===== src/rtl/alu_pkg.sv =====
// Shared definitions for the 8-bit ALU issue stage: opcodes, instruction
// field positions, FSM states and flag bit indices.
package alu_pkg;

  localparam logic [3:0] OP_ADD = 4'h0;
  localparam logic [3:0] OP_SUB = 4'h1;
  localparam logic [3:0] OP_AND = 4'h2;
  localparam logic [3:0] OP_OR  = 4'h3;
  localparam logic [3:0] OP_XOR = 4'h4;
  localparam logic [3:0] OP_NOT = 4'h5;
  localparam logic [3:0] OP_SHL = 4'h6;
  localparam logic [3:0] OP_SHR = 4'h7;
  localparam logic [3:0] OP_SLT = 4'h8;
  localparam logic [3:0] OP_LDI = 4'hF;

  localparam int OPC_HI = 15;
  localparam int OPC_LO = 12;
  localparam int RD_HI  = 11;
  localparam int RD_LO  = 10;
  localparam int RS1_HI = 9;
  localparam int RS1_LO = 8;
  localparam int RS2_HI = 7;
  localparam int RS2_LO = 6;
  localparam int IMM_HI = 7;
  localparam int IMM_LO = 0;

  localparam int FLG_Z = 0;
  localparam int FLG_N = 1;
  localparam int FLG_V = 2;

  typedef enum logic [1:0] {
    S_IDLE  = 2'd0,
    S_ISSUE = 2'd1,
    S_WB    = 2'd2
  } state_e;

  function automatic logic is_alu_op(input logic [3:0] op);
    return op <= OP_SLT;
  endfunction

endpackage


===== src/rtl/sync_fifo.sv =====
// Synchronous FIFO with registered ready and occupancy count.
// Pushes are gated internally by ready, pops by non-empty.
module sync_fifo #(
  parameter int WIDTH = 16,
  parameter int DEPTH = 4
) (
  input  logic                     clk,
  input  logic                     rst_n,
  input  logic                     push_i,
  input  logic [WIDTH-1:0]         din_i,
  input  logic                     pop_i,
  output logic [WIDTH-1:0]         dout_o,
  output logic                     empty_o,
  output logic                     ready_o,
  output logic [$clog2(DEPTH):0]   count_o
);
  localparam int AW = $clog2(DEPTH);
  localparam logic [AW-1:0] PTR_ONE  = 1;
  localparam logic [AW:0]   CNT_ONE  = 1;
  localparam logic [AW:0]   CNT_FULL = (AW+1)'(DEPTH);

  logic [WIDTH-1:0] mem_q [DEPTH];
  logic [AW-1:0]    wptr_q, rptr_q;
  logic [AW:0]      count_q, count_d;
  logic             ready_q;
  logic             push, pop;

  assign push    = push_i && ready_q;
  assign pop     = pop_i && (count_q != '0);
  assign dout_o  = mem_q[rptr_q];
  assign empty_o = (count_q == '0);
  assign ready_o = ready_q;
  assign count_o = count_q;

  always_comb begin
    count_d = count_q;
    if (push && !pop)      count_d = count_q + CNT_ONE;
    else if (!push && pop) count_d = count_q - CNT_ONE;
  end

  // ready is registered from the next count so it tracks count < DEPTH exactly
  always_ff @(posedge clk) begin
    if (!rst_n) begin
      wptr_q  <= '0;
      rptr_q  <= '0;
      count_q <= '0;
      ready_q <= 1'b1;
    end else begin
      if (push) wptr_q <= wptr_q + PTR_ONE;
      if (pop)  rptr_q <= rptr_q + PTR_ONE;
      count_q <= count_d;
      ready_q <= (count_d != CNT_FULL);
    end
  end

  always_ff @(posedge clk) begin
    if (push) mem_q[wptr_q] <= din_i;
  end

endmodule


===== src/rtl/alu_issue.sv =====
// Issue/writeback stage around the external 8-bit ALU: instruction FIFO,
// 4x8 register file, flag register and an IDLE/ISSUE/WB sequencer.
module alu_issue
  import alu_pkg::*;
#(
  parameter int DEPTH = 4
) (
  input  logic        clk,
  input  logic        rst_n,
  input  logic        in_valid,
  output logic        in_ready,
  input  logic [15:0] in_instr,
  output logic [7:0]  alu_a,
  output logic [7:0]  alu_b,
  output logic [3:0]  alu_op,
  input  logic [7:0]  alu_result,
  input  logic        alu_overflow,
  input  logic        alu_negative,
  input  logic        alu_zero,
  output logic [2:0]  flags,
  output logic        wb_valid,
  output logic [1:0]  wb_rd,
  output logic        busy,
  output logic        err,
  input  logic [1:0]  dbg_addr,
  output logic [7:0]  dbg_data
);
  localparam int AW = $clog2(DEPTH);

  state_e            state_q, state_d;
  logic [15:0]       instr_q;
  logic [15:0]       fifo_dout;
  logic              fifo_empty, fifo_pop;
  logic [AW:0]       fifo_count;
  logic [3:0][7:0]   rf_q;
  logic [7:0]        alu_a_q, alu_b_q;
  logic [3:0]        alu_op_q;
  logic [2:0]        flags_q;
  logic              err_q;

  logic [3:0] opc;
  logic [1:0] rd, rs1, rs2;
  assign opc = instr_q[OPC_HI:OPC_LO];
  assign rd  = instr_q[RD_HI:RD_LO];
  assign rs1 = instr_q[RS1_HI:RS1_LO];
  assign rs2 = instr_q[RS2_HI:RS2_LO];

  sync_fifo #(.WIDTH(16), .DEPTH(DEPTH)) u_fifo (
    .clk     (clk),
    .rst_n   (rst_n),
    .push_i  (in_valid),
    .din_i   (in_instr),
    .pop_i   (fifo_pop),
    .dout_o  (fifo_dout),
    .empty_o (fifo_empty),
    .ready_o (in_ready),
    .count_o (fifo_count)
  );

  always_ff @(posedge clk) begin
    if (!rst_n) state_q <= S_IDLE;
    else        state_q <= state_d;
  end

  always_comb begin
    state_d = state_q;
    unique case (state_q)
      S_IDLE:  if (!fifo_empty) state_d = S_ISSUE;
      S_ISSUE: state_d = S_WB;
      S_WB:    state_d = fifo_empty ? S_IDLE : S_ISSUE;
      default: state_d = S_IDLE;
    endcase
  end

  always_comb begin
    fifo_pop = (state_q == S_IDLE || state_q == S_WB) && !fifo_empty;
    wb_valid = (state_q == S_WB);
    busy     = (state_q != S_IDLE) || (fifo_count != '0);
  end

  // Operands are read in ISSUE, one edge after the previous WB write lands.
  always_ff @(posedge clk) begin
    if (!rst_n) begin
      instr_q  <= '0;
      rf_q     <= '0;
      alu_a_q  <= '0;
      alu_b_q  <= '0;
      alu_op_q <= OP_ADD;
      flags_q  <= '0;
      err_q    <= 1'b0;
    end else begin
      if (fifo_pop) instr_q <= fifo_dout;
      if (state_q == S_ISSUE) begin
        if (is_alu_op(opc)) begin
          alu_a_q  <= rf_q[rs1];
          alu_b_q  <= rf_q[rs2];
          alu_op_q <= opc;
        end else begin
          alu_op_q <= OP_ADD;
        end
      end
      if (state_q == S_WB) begin
        if (is_alu_op(opc)) begin
          rf_q[rd]       <= alu_result;
          flags_q[FLG_V] <= alu_overflow;
          flags_q[FLG_N] <= alu_negative;
          flags_q[FLG_Z] <= alu_zero;
        end else if (opc == OP_LDI) begin
          rf_q[rd] <= instr_q[IMM_HI:IMM_LO];
        end else begin
          err_q <= 1'b1;
        end
      end
    end
  end

  assign alu_a    = alu_a_q;
  assign alu_b    = alu_b_q;
  assign alu_op   = alu_op_q;
  assign flags    = flags_q;
  assign err      = err_q;
  assign wb_rd    = rd;
  assign dbg_data = rf_q[dbg_addr];

endmodule


===== config.mk =====
export PLATFORM = sky130hd
export DESIGN_NAME = alu_issue
export DESIGN_NICKNAME = d
export VERILOG_FILES = /design/src/rtl/alu_pkg.sv /design/src/rtl/sync_fifo.sv /design/src/rtl/alu_issue.sv
export SDC_FILE = /design/constraint.sdc
export NUM_CORES = 1
export LEC_CHECK = 0
export ABC_CLOCK_PERIOD_IN_PS = 2100
export BUFFER_PORTS_ARGS = -buffer_cell sky130_fd_sc_hd__buf_2
export CELL_PAD_IN_SITES_DETAIL_PLACEMENT = 1
export CELL_PAD_IN_SITES_GLOBAL_PLACEMENT = 1
export CORE_UTILIZATION = 49
export CTS_BUF_LIST = sky130_fd_sc_hd__clkbuf_2 sky130_fd_sc_hd__clkbuf_4 sky130_fd_sc_hd__clkbuf_8
export DETAILED_ROUTE_END_ITERATION = 8
export PLACE_DENSITY = 0.81
export SLEW_MARGIN = 20
export SYNTH_ARGS = -nofsm -noshare
export SYNTH_HDL_FRONTEND = slang
export SYNTH_SLANG_ARGS = --single-unit

===== constraint.sdc =====
create_clock -name clk -period 2.1 [get_ports clk]
set_input_delay 0.105 -clock clk [delete_from_list [all_inputs] [get_ports clk]]
set_output_delay 0.105 -clock clk [all_outputs]
set_load 0.05 [all_outputs]

==> results of run 1 <==
[layer usage]
| metal | wire [um] | part of all wire, % | up-vias | GRT usage [%] |
|---|---|---|---|---|
| met1 | 5750 | 40 | 2153 | 26.7 |
| met3 | 465 | 3.2 | 38 | 5.08 |
| met4 | 407 | 2.8 | 0 | 12.6 |
| met2 | 7910 | 54 | 94 | 44.0 |
| li1 | - | - | 1978 | - |
| met5 | 0 | 0 | - | 0 |
[cells by family after synthesis]
logic type	Yosys count
buf+inv	40
compound gates	88
xor+xnor	3
flops	146
mux	48
simple gates	150
fa+ha+maj	7
[per-stage QoR]
stage / utilization [%] / hold WS (ns) / setup slack, ns
after floorplan: - / 0.204 / 0.338
after CTS: 59.9 / 0.0620 / 0.0548
after detailed placement: 54.7 / 0.323 / 0.169
after global routing: 60.1 / 0.0851 / 0.0201
after global placement: 54.7 / 0.316 / 0.269
final: 60.1 / 0.0839 / 0.114
[flip-flops by register name, indices dropped and copies added (netlist names)]
register and cells:
alu_b 8, u_fifo.ready_o 1, u_fifo.count_o 3, instr_q 16, u_fifo.rptr_q 2, state_q 2
alu_op 4, flags 3, err 1, alu_a 8, rf_q 32, u_fifo.wptr_q 2
u_fifo.mem_q 64
[layout make-up]
type / count / area [sq um] / area share [%]
timing repair buffer: 105 / 691 / 9.41
tap: 168 / 210 / 2.87
clock buffer: 17 / 234 / 3.19
multi-input combinational: 296 / 2410 / 32.8
inverter: 6 / 22.5 / 0.307
clock inverter: 15 / 208 / 2.83
sequential: 146 / 3560 / 48.6
[power by group through the flow]
| stage | clock, mW | sequential (mW) | combinational [mW] |
|---|---|---|---|
| after floorplan | 0 | 3.81 | 2.27 |
| after global placement | 0 | 3.81 | 2.84 |
| after CTS | 2.47 | 3.80 | 3.01 |
| after global routing | 2.59 | 3.87 | 3.22 |
| final | 2.43 | 3.80 | 2.99 |
| after detailed placement | 0 | 3.86 | 2.95 |
[path summary, 6_finish.rpt]
check,from,end,depth (start not counted)
max,instr_q[13],rf_q[22],4
min,rst_n,u_fifo.count_o[2],3
max reg2reg,instr_q[13],rf_q[22],4
min reg2reg,alu_b[2],alu_b[2],2
[layout by cell type (no fill, tap or decap), types with 16 or more instances in the layout]
cell and instances:
mux4_2 40, dfxtp_1 82, a211oi_1 32, buf_4 16, edfxtp_1 64, nand2_1 77, a21oi_1 40, buf_2 68
clkbuf_8 17, dlygate4sd3_1 19, nor2_1 38
[worst max-delay path: cells and delay by family (launching register included)]
family / cells / cell delay [ns]
simple gates: 2 / 0.75
flops: 1 / 0.36
compound gates: 2 / 0.78
[what timing repair did]
item	in CTS	in global routing
endpoints found under the hold margin	67	0
buffers inserted	0	1
hold buffers	19	0
resized for setup	0	1
endpoints found under the setup margin	0	3
==> impl_metrics.env, run 1 <==
export IMPL_cp_required_ns=2.46
export IMPL_finalMaxSlewViolations=0
export IMPL_min_period_ns=1.99
export IMPL_synth_fp_nets=521
export IMPL_ys_seq_area_share_pct=57.3
export IMPL_drtIter0Drc=212
export IMPL_critPathMaxStageDelay_ns=0.63
export IMPL_clkTransAtPathRegs_ns=0.08
export IMPL_rrSetupSlack_ns=0.11
export IMPL_grt_max_degree=60
export IMPL_final_cells=753
export IMPL_nets=611
export IMPL_synthSimpleGateAreaFrac_pct=10.7
export IMPL_synthAdderAreaFrac_pct=1.41
export IMPL_dp_cells=701
export IMPL_rows=40
export IMPL_skew_ns=0.0105
export IMPL_synth_flop_cell="dfxtp_1"
export IMPL_hold_viol_final=0
export IMPL_cp_start_kind="flip-flop"
export IMPL_synth_cell_types=49
export IMPL_synthMuxAreaShare_pct=15.8
export IMPL_leakage_nw=2.64
export IMPL_drc=0
export IMPL_crit_chain="or3_1 -> a31oi_4 -> nor2_1 -> a211oi_1"
export IMPL_wl_per_cell_um=19.3
export IMPL_finalSetupViolations=0
export IMPL_htree_num_levels=4
export IMPL_grt_pass1_wl_um=23600
export IMPL_status="finished clean"
export IMPL_die_height_um=115
export IMPL_switching_power_mw=3.37
export IMPL_cts_tree="done"
export IMPL_critPathSlowestCell="or3_1"
export IMPL_io_pin_count=69
export IMPL_design_area_sq_um=7340
export IMPL_internal_power_mw=5.85
export IMPL_clk_latency_ns=0.46
export IMPL_synth_top_family_by_area="multiplexers"
export IMPL_cts_buffer_depth=2
export IMPL_fp_dieW_um=115
export IMPL_root_buffer="clkbuf_8"
export IMPL_numClockSinks=146
export IMPL_critPathArrivalTime_ns=2.35
export IMPL_overflow=0
export IMPL_syn_area_sq_um=6220
export IMPL_start_util_pct=50.9
export IMPL_path_class="reg2reg"
export IMPL_synth_edf_count=64
export IMPL_endpoint_kind="flip-flop"
export IMPL_slew_headroom_pct=55.5
export IMPL_routabilityCongestion=0.790
export IMPL_cap_viol_max_count=0
export IMPL_cts_buffers_inserted=17
export IMPL_synth_most_common_cell="dfxtp_1"
export IMPL_vias_per_cell=5.66
export IMPL_place_area_sq_um=6680
export IMPL_period_share_pct=94.6
export IMPL_synthTopCellsByCount="dfxtp_1, nand2_1, edfxtp_1"
export IMPL_synth_top_area_cell="edfxtp_1"
export IMPL_p_sw_share_pct=36.5
export IMPL_max_slew_worst_pin_slew_ns=0.667
export IMPL_antenna_found_initial=0
export IMPL_num_vias=4263
export IMPL_rsz0062_at_grt="false"
export IMPL_netlist_top_cells_area="edfxtp_1, dfxtp_1, mux4_2"
export IMPL_wl_um=14500
export IMPL_track_usage_pct=24.3
export IMPL_port_buffers=68
export IMPL_power_total_mw=9.22
export IMPL_drive_gt1_share_pct=29.4
export IMPL_clkPwrFrac_pct=26.4
export IMPL_antennaDiodeCount=0
export IMPL_dp_hpwl_um=9490
export IMPL_ant_nets=0
export IMPL_min_path_type="in2reg"
export IMPL_coreArea_sq_um=12200
export IMPL_p_comb_share_pct=32.4
export IMPL_synthToLayoutAreaGrowth_pct=17.9
export IMPL_avgSynthCellArea_sq_um=12.9
export IMPL_synth_compound_area_share_pct=10.3
export IMPL_dieArea_sq_um=13100
export IMPL_ys_ff_latch=146
export IMPL_fin_tns_setup_ns=0
export IMPL_pwr_share_seq_pct=41.2
export IMPL_ir_worst_vdd_uv=1010
export IMPL_cellPowerDensity_nw_per_um2=1260
export IMPL_async_flop_share_pct=0
export IMPL_postSynthCellCount=482
export IMPL_fmax_mhz=504
export IMPL_grt_pass1_vias=4683
export IMPL_nFillCells=1282
export IMPL_synth_xor_area_share_pct=0.422
export IMPL_detailedRoute_firstPassIterationCount=4
export IMPL_crit_fanout=16
export IMPL_synth_top_area_share_pct=30.9
export IMPL_ys_warn_count=0
No activity file was read; power rests on OpenSTA's default activity.
==> run 2: changes to the inputs <==
ABC_CLOCK_PERIOD_IN_PS = 2340   (was 2100)
CORE_ASPECT_RATIO = 1.25   (was not set)
CORE_UTILIZATION = 53   (was 49)
PLACE_DENSITY = 0.87   (was 0.81)
clock period = 2.34 ns   (was 2.1 ns; I/O delays follow)
==> impl_metrics.env, run 2 (same netlist as run 1, synthesis figures left out) <==
export IMPL_overflow=0
export IMPL_rows=43
export IMPL_routabilityCongestion=0.754
export IMPL_htree_num_levels=4
export IMPL_cts_resized=0
export IMPL_coreArea_sq_um=11200
export IMPL_ant_nets=0
export IMPL_final_cell_mix="dfxtp_1, nand2_1, buf_2"
export IMPL_cp_start_kind="flip-flop"
export IMPL_track_usage_pct=27.8
export IMPL_cts_buffers_inserted=17
export IMPL_post_place_ws_ns=0.347
export IMPL_status="finished clean"
export IMPL_critPathArrivalTime_ns=2.43
export IMPL_fin_tns_setup_ns=0
export IMPL_regMostFlops="u_fifo.mem_q"
export IMPL_detailedRoute_firstPassIterationCount=4
export IMPL_cellPowerDensity_nw_per_um2=1150
export IMPL_vias_per_cell=6.05
export IMPL_clk_latency_ns=0.44
export IMPL_path_class="reg2reg"
export IMPL_max_slew_worst_pin_slew_ns=0.686
export IMPL_nets=606
export IMPL_dr_wl_met2_um=8840
export IMPL_reg_largest_list="u_fifo.mem_q: 64 flops, rf_q: 32 flops, instr_q: 16 flops"
export IMPL_port_buffers=68
export IMPL_finalMaxSlewViolations=0
export IMPL_hold_viol_final=0
export IMPL_dieArea_sq_um=12200
export IMPL_antenna_found_initial=0
export IMPL_root_buffer="clkbuf_8"
export IMPL_wl_per_cell_um=22.1
export IMPL_numClockSinks=146
export IMPL_leakage_nw=2.60
export IMPL_cp_required_ns=2.68
export IMPL_largest_reg_flops=64
export IMPL_dp_hpwl_um=10500
export IMPL_skew_ns=0.0137
export IMPL_cap_viol_max_count=0
export IMPL_min_period_ns=2.09
export IMPL_nFillCells=1095
export IMPL_period_share_pct=89.1
export IMPL_cts_tree="done"
export IMPL_rsz0062_at_grt="false"
export IMPL_ir_worst_vdd_uv=871
export IMPL_crit_fanout=16
export IMPL_slew_headroom_pct=54.2
export IMPL_min_path_type="in2reg"
export IMPL_clkTransAtPathRegs_ns=0.09
export IMPL_drtIter0Drc=184
export IMPL_start_util_pct=55.3
export IMPL_layout_commonest_cell="dfxtp_1"
export IMPL_drc=0
export IMPL_route_top_layer_used="met4"
export IMPL_final_seq_area_sq_um=3560
export IMPL_postLayoutCoreUtil_pct=64.3
export IMPL_grt_pass1_vias=4694
export IMPL_io_pin_count=69
export IMPL_synthToLayoutAreaGrowth_pct=16.2
export IMPL_fp_dieW_um=98.9
export IMPL_drive_gt1_share_pct=28.6
export IMPL_fmax_mhz=480
export IMPL_power_total_mw=8.34
export IMPL_multiInputGateArea_sq_um=2400
export IMPL_num_vias=4323
export IMPL_dr_wl_met3_um=610
export IMPL_die_height_um=123
export IMPL_grt_pass1_wl_um=24700
export IMPL_post_cts_buffers=0
export IMPL_grt_max_degree=36
export IMPL_antennaDiodeCount=0
export IMPL_cts_buffer_depth=2
export IMPL_endpoint_kind="flip-flop"
export IMPL_wl_met1_um=5850
export IMPL_fin_ws_ns=0.255
export IMPL_finalSetupViolations=0
export IMPL_wl_um=15800
run 2: cell types whose count changed in the layout (fill, tap and decap cells not counted), moves of 2 or more:
cell	before	now
inv_6	3	5
clkinv_4	5	1
buf_4	16	13
buf_12	2	0
clkinvlp_4	1	3
run 2: power breakdown:
part	total (mW)	switching [mW]	internal, mW
Clock	2.21	1.02	1.19
Sequential	3.48	0.424	3.06
Combinational	2.65	1.67	0.981
run 2: layer usage:
layer	global-route usage, %	vias to the layer above
li1	-	1973
met1	29.6	2182
met2	51.4	129
met3	5.94	39
met4	15.4	0
met5	0	-
run 2: repair_timing:
action | in CTS | in global routing
endpoints found under the hold margin | 67 | 0
setup endpoints to repair | 0 | 0
hold buffers | 19 | 0
run 2: metrics by stage:
stage,area (sq um),std cells,hold slack (ns)
final,7230,715,0.0839
after global routing,7230,715,0.0981
after CTS,7230,715,0.0567
after detailed placement,6600,664,0.333
after global placement,6600,664,0.327
after floorplan,6220,482,0.216
run 2: path summary, 6_finish.rpt:
check              start          endpoint  slack (ns)  cells after the start
max reg2reg  instr_q[13]           rf_q[9]        0.25                      4
min             in_valid  u_fifo.wptr_q[1]        0.08                      4
min reg2reg     alu_a[6]          alu_a[6]        0.46                      2
max          instr_q[13]           rf_q[9]        0.25                      4
run 2: layout make-up:
type,count,share of cell area [%]
Tap cell,135,2.34
Clock buffer,18,3.34
Multi-Input combinational cell,296,33.2
Sequential cell,146,49.3
Inverter,6,0.312
Timing Repair Buffer,100,8.69
Clock inverter,14,2.77
run 2: worst max-delay path, cell delays in order, from the launching register on:
cell and delay, ns:
dfxtp_1 0.38, or3_1 0.63, a31oi_4 0.57, nor2_1 0.15, a211oi_1 0.25
==> run 3: changes to the inputs <==
REMOVE_ABC_BUFFERS = 1   (was not set)
==> impl_metrics.env, run 3 (same netlist as run 1, synthesis figures left out) <==
export IMPL_status="finished clean"
export IMPL_route_top_layer_used="met5"
export IMPL_endpoint_kind="flip-flop"
export IMPL_cts_resized=0
export IMPL_clkPwrFrac_pct=24.6
export IMPL_fp_dieW_um=98.9
export IMPL_cp_required_ns=2.66
export IMPL_drive_gt1_share_pct=28.6
export IMPL_cts_buffer_depth=2
export IMPL_grt_pass1_wl_um=25100
export IMPL_grt_pass1_vias=4665
export IMPL_path_class="reg2reg"
export IMPL_slew_headroom_pct=55.9
export IMPL_largest_reg_flops=64
export IMPL_wl_met1_um=5780
export IMPL_wl_um=15800
export IMPL_skew_ns=0.0126
export IMPL_numClockSinks=146
export IMPL_track_usage_pct=28.2
export IMPL_nets=606
export IMPL_die_height_um=123
export IMPL_dr_wl_met2_um=9120
export IMPL_final_cell_mix="dfxtp_1, nand2_1, buf_2"
export IMPL_max_slew_worst_pin_slew_ns=0.661
export IMPL_critPathSlowestCell="or3_1"
export IMPL_layout_commonest_cell="dfxtp_1"
export IMPL_antennaDiodeCount=0
export IMPL_p_comb_share_pct=32.2
export IMPL_critPathArrivalTime_ns=2.39
export IMPL_routabilityCongestion=0.772
export IMPL_detailedRoute_firstPassIterationCount=4
export IMPL_cap_viol_max_count=0
export IMPL_fin_tns_setup_ns=0
export IMPL_rows=43
export IMPL_cts_tree="done"
export IMPL_min_path_type="in2reg"
export IMPL_start_util_pct=55.3
export IMPL_grt_max_degree=82
export IMPL_hold_depth=4
export IMPL_rsz0062_at_grt="false"
export IMPL_root_buffer="clkbuf_8"
export IMPL_worstPathBufferInverterCount=0
export IMPL_io_pin_count=69
export IMPL_clk_latency_ns=0.44
export IMPL_pwr_share_seq_pct=43.3
export IMPL_hold_buffers=19
export IMPL_synthToLayoutAreaGrowth_pct=15.7
export IMPL_power_total_mw=8.12
export IMPL_dr_wl_met3_um=536
export IMPL_leakage_nw=2.60
export IMPL_post_place_ws_ns=0.370
export IMPL_coreArea_sq_um=11200
export IMPL_critPathMaxStageDelay_ns=0.63
export IMPL_port_buffers=68
export IMPL_ir_worst_vdd_uv=562
export IMPL_min_period_ns=2.07
export IMPL_period_share_pct=88.5
export IMPL_antenna_found_initial=2
export IMPL_post_cts_buffers=0
export IMPL_cp_start_kind="flip-flop"
export IMPL_wl_per_cell_um=22.2
export IMPL_internal_power_mw=4.94
export IMPL_htree_num_levels=4
export IMPL_regMostFlops="u_fifo.mem_q"
export IMPL_num_vias=4244
export IMPL_finalSetupViolations=0
export IMPL_clkTransAtPathRegs_ns=0.09
export IMPL_cts_buffers_inserted=17
export IMPL_drtIter0Drc=182
export IMPL_crit_chain="or3_1 -> a31oi_4 -> nor2_1 -> a211oi_1"
export IMPL_finalMaxSlewViolations=0
export IMPL_ant_nets=0
export IMPL_crit_fanout=16
export IMPL_dieArea_sq_um=12200
export IMPL_switching_power_mw=3.18
export IMPL_dp_hpwl_um=9780
export IMPL_fmax_mhz=483
export IMPL_cp_top_family="compound AO/OA/AOI/OAI gates"
export IMPL_overflow=0
export IMPL_fin_ws_ns=0.268
export IMPL_reg2regPathDepth=4
export IMPL_p_sw_share_pct=39.1
export IMPL_cellPowerDensity_nw_per_um2=1130
export IMPL_vias_per_cell=5.94
export IMPL_reg_largest_list="u_fifo.mem_q: 64 flops, rf_q: 32 flops, instr_q: 16 flops"
export IMPL_hold_viol_final=0
export IMPL_drc=0
export IMPL_crit_cells=4
==> run 3: cell count changes in the layout (fill, tap and decap cells not counted), moves of 2 or more <==
cell and change:
clkinv_4 +3, bufinv_16 -3, inv_6 +2, inv_8 +2, clkinvlp_4 -3
==> run 3: final timing paths <==
| check | from | endpoint | slack [ns] |
|---|---|---|---|
| worst min-delay path | in_valid | u_fifo.wptr_q[1] | 0.07 |
| worst max register to register | instr_q[13] | rf_q[5] | 0.27 |
| worst min register to register | alu_a[2] | alu_a[2] | 0.46 |
| worst max-delay path | instr_q[13] | rf_q[5] | 0.27 |
==> run 3: area by class of cell <==
class                           instances  area (sq um)
Inverter                                6          22.5
Multi-Input combinational cell        296          2400
Clock inverter                         15           165
Timing Repair Buffer                  100           641
Sequential cell                       146          3560
Clock buffer                           17           234
Tap cell                              135           169
Fill cell                            1107          4050
==> run 3: routing by layer <==
| metal | vias up | track usage, % |
|---|---|---|
| met3 | 33 | 5.82 |
| met1 | 2122 | 30.2 |
| met2 | 122 | 53.8 |
| li1 | 1963 | - |
| met5 | - | 0 |
| met4 | 4 | 12.2 |
==> run 3: through the flow <==
step / cell area, sq um / util [%] / hold WS [ns] / cells
floorplan: 5990 / - / 0.216 / 448
global placement: 6610 / 58.8 / 0.325 / 664
detailed placement: 6610 / 58.8 / 0.333 / 664
CTS: 7200 / 64.0 / 0.0629 / 715
global route: 7200 / 64.0 / 0.107 / 715
finish: 7200 / 64.0 / 0.0702 / 715
==> run 3: power groups by stage <==
| stage | registers, mW | clock network (mW) | logic [mW] |
|---|---|---|---|
| final | 3.51 | 1.99 | 2.61 |
| after global routing | 3.56 | 2.11 | 2.82 |
| after CTS | 3.50 | 2.01 | 2.60 |
| after detailed placement | 3.55 | 0 | 2.54 |
| after global placement | 3.49 | 0 | 2.41 |
| after floorplan | 3.68 | 0 | 1.57 |
==> run 3: worst register-to-register path: stages (launching register included) <==
cell	delay, ns
dfxtp_1	0.37
or3_1	0.63
a31oi_4	0.54
nor2_1	0.10
a211oi_1	0.32
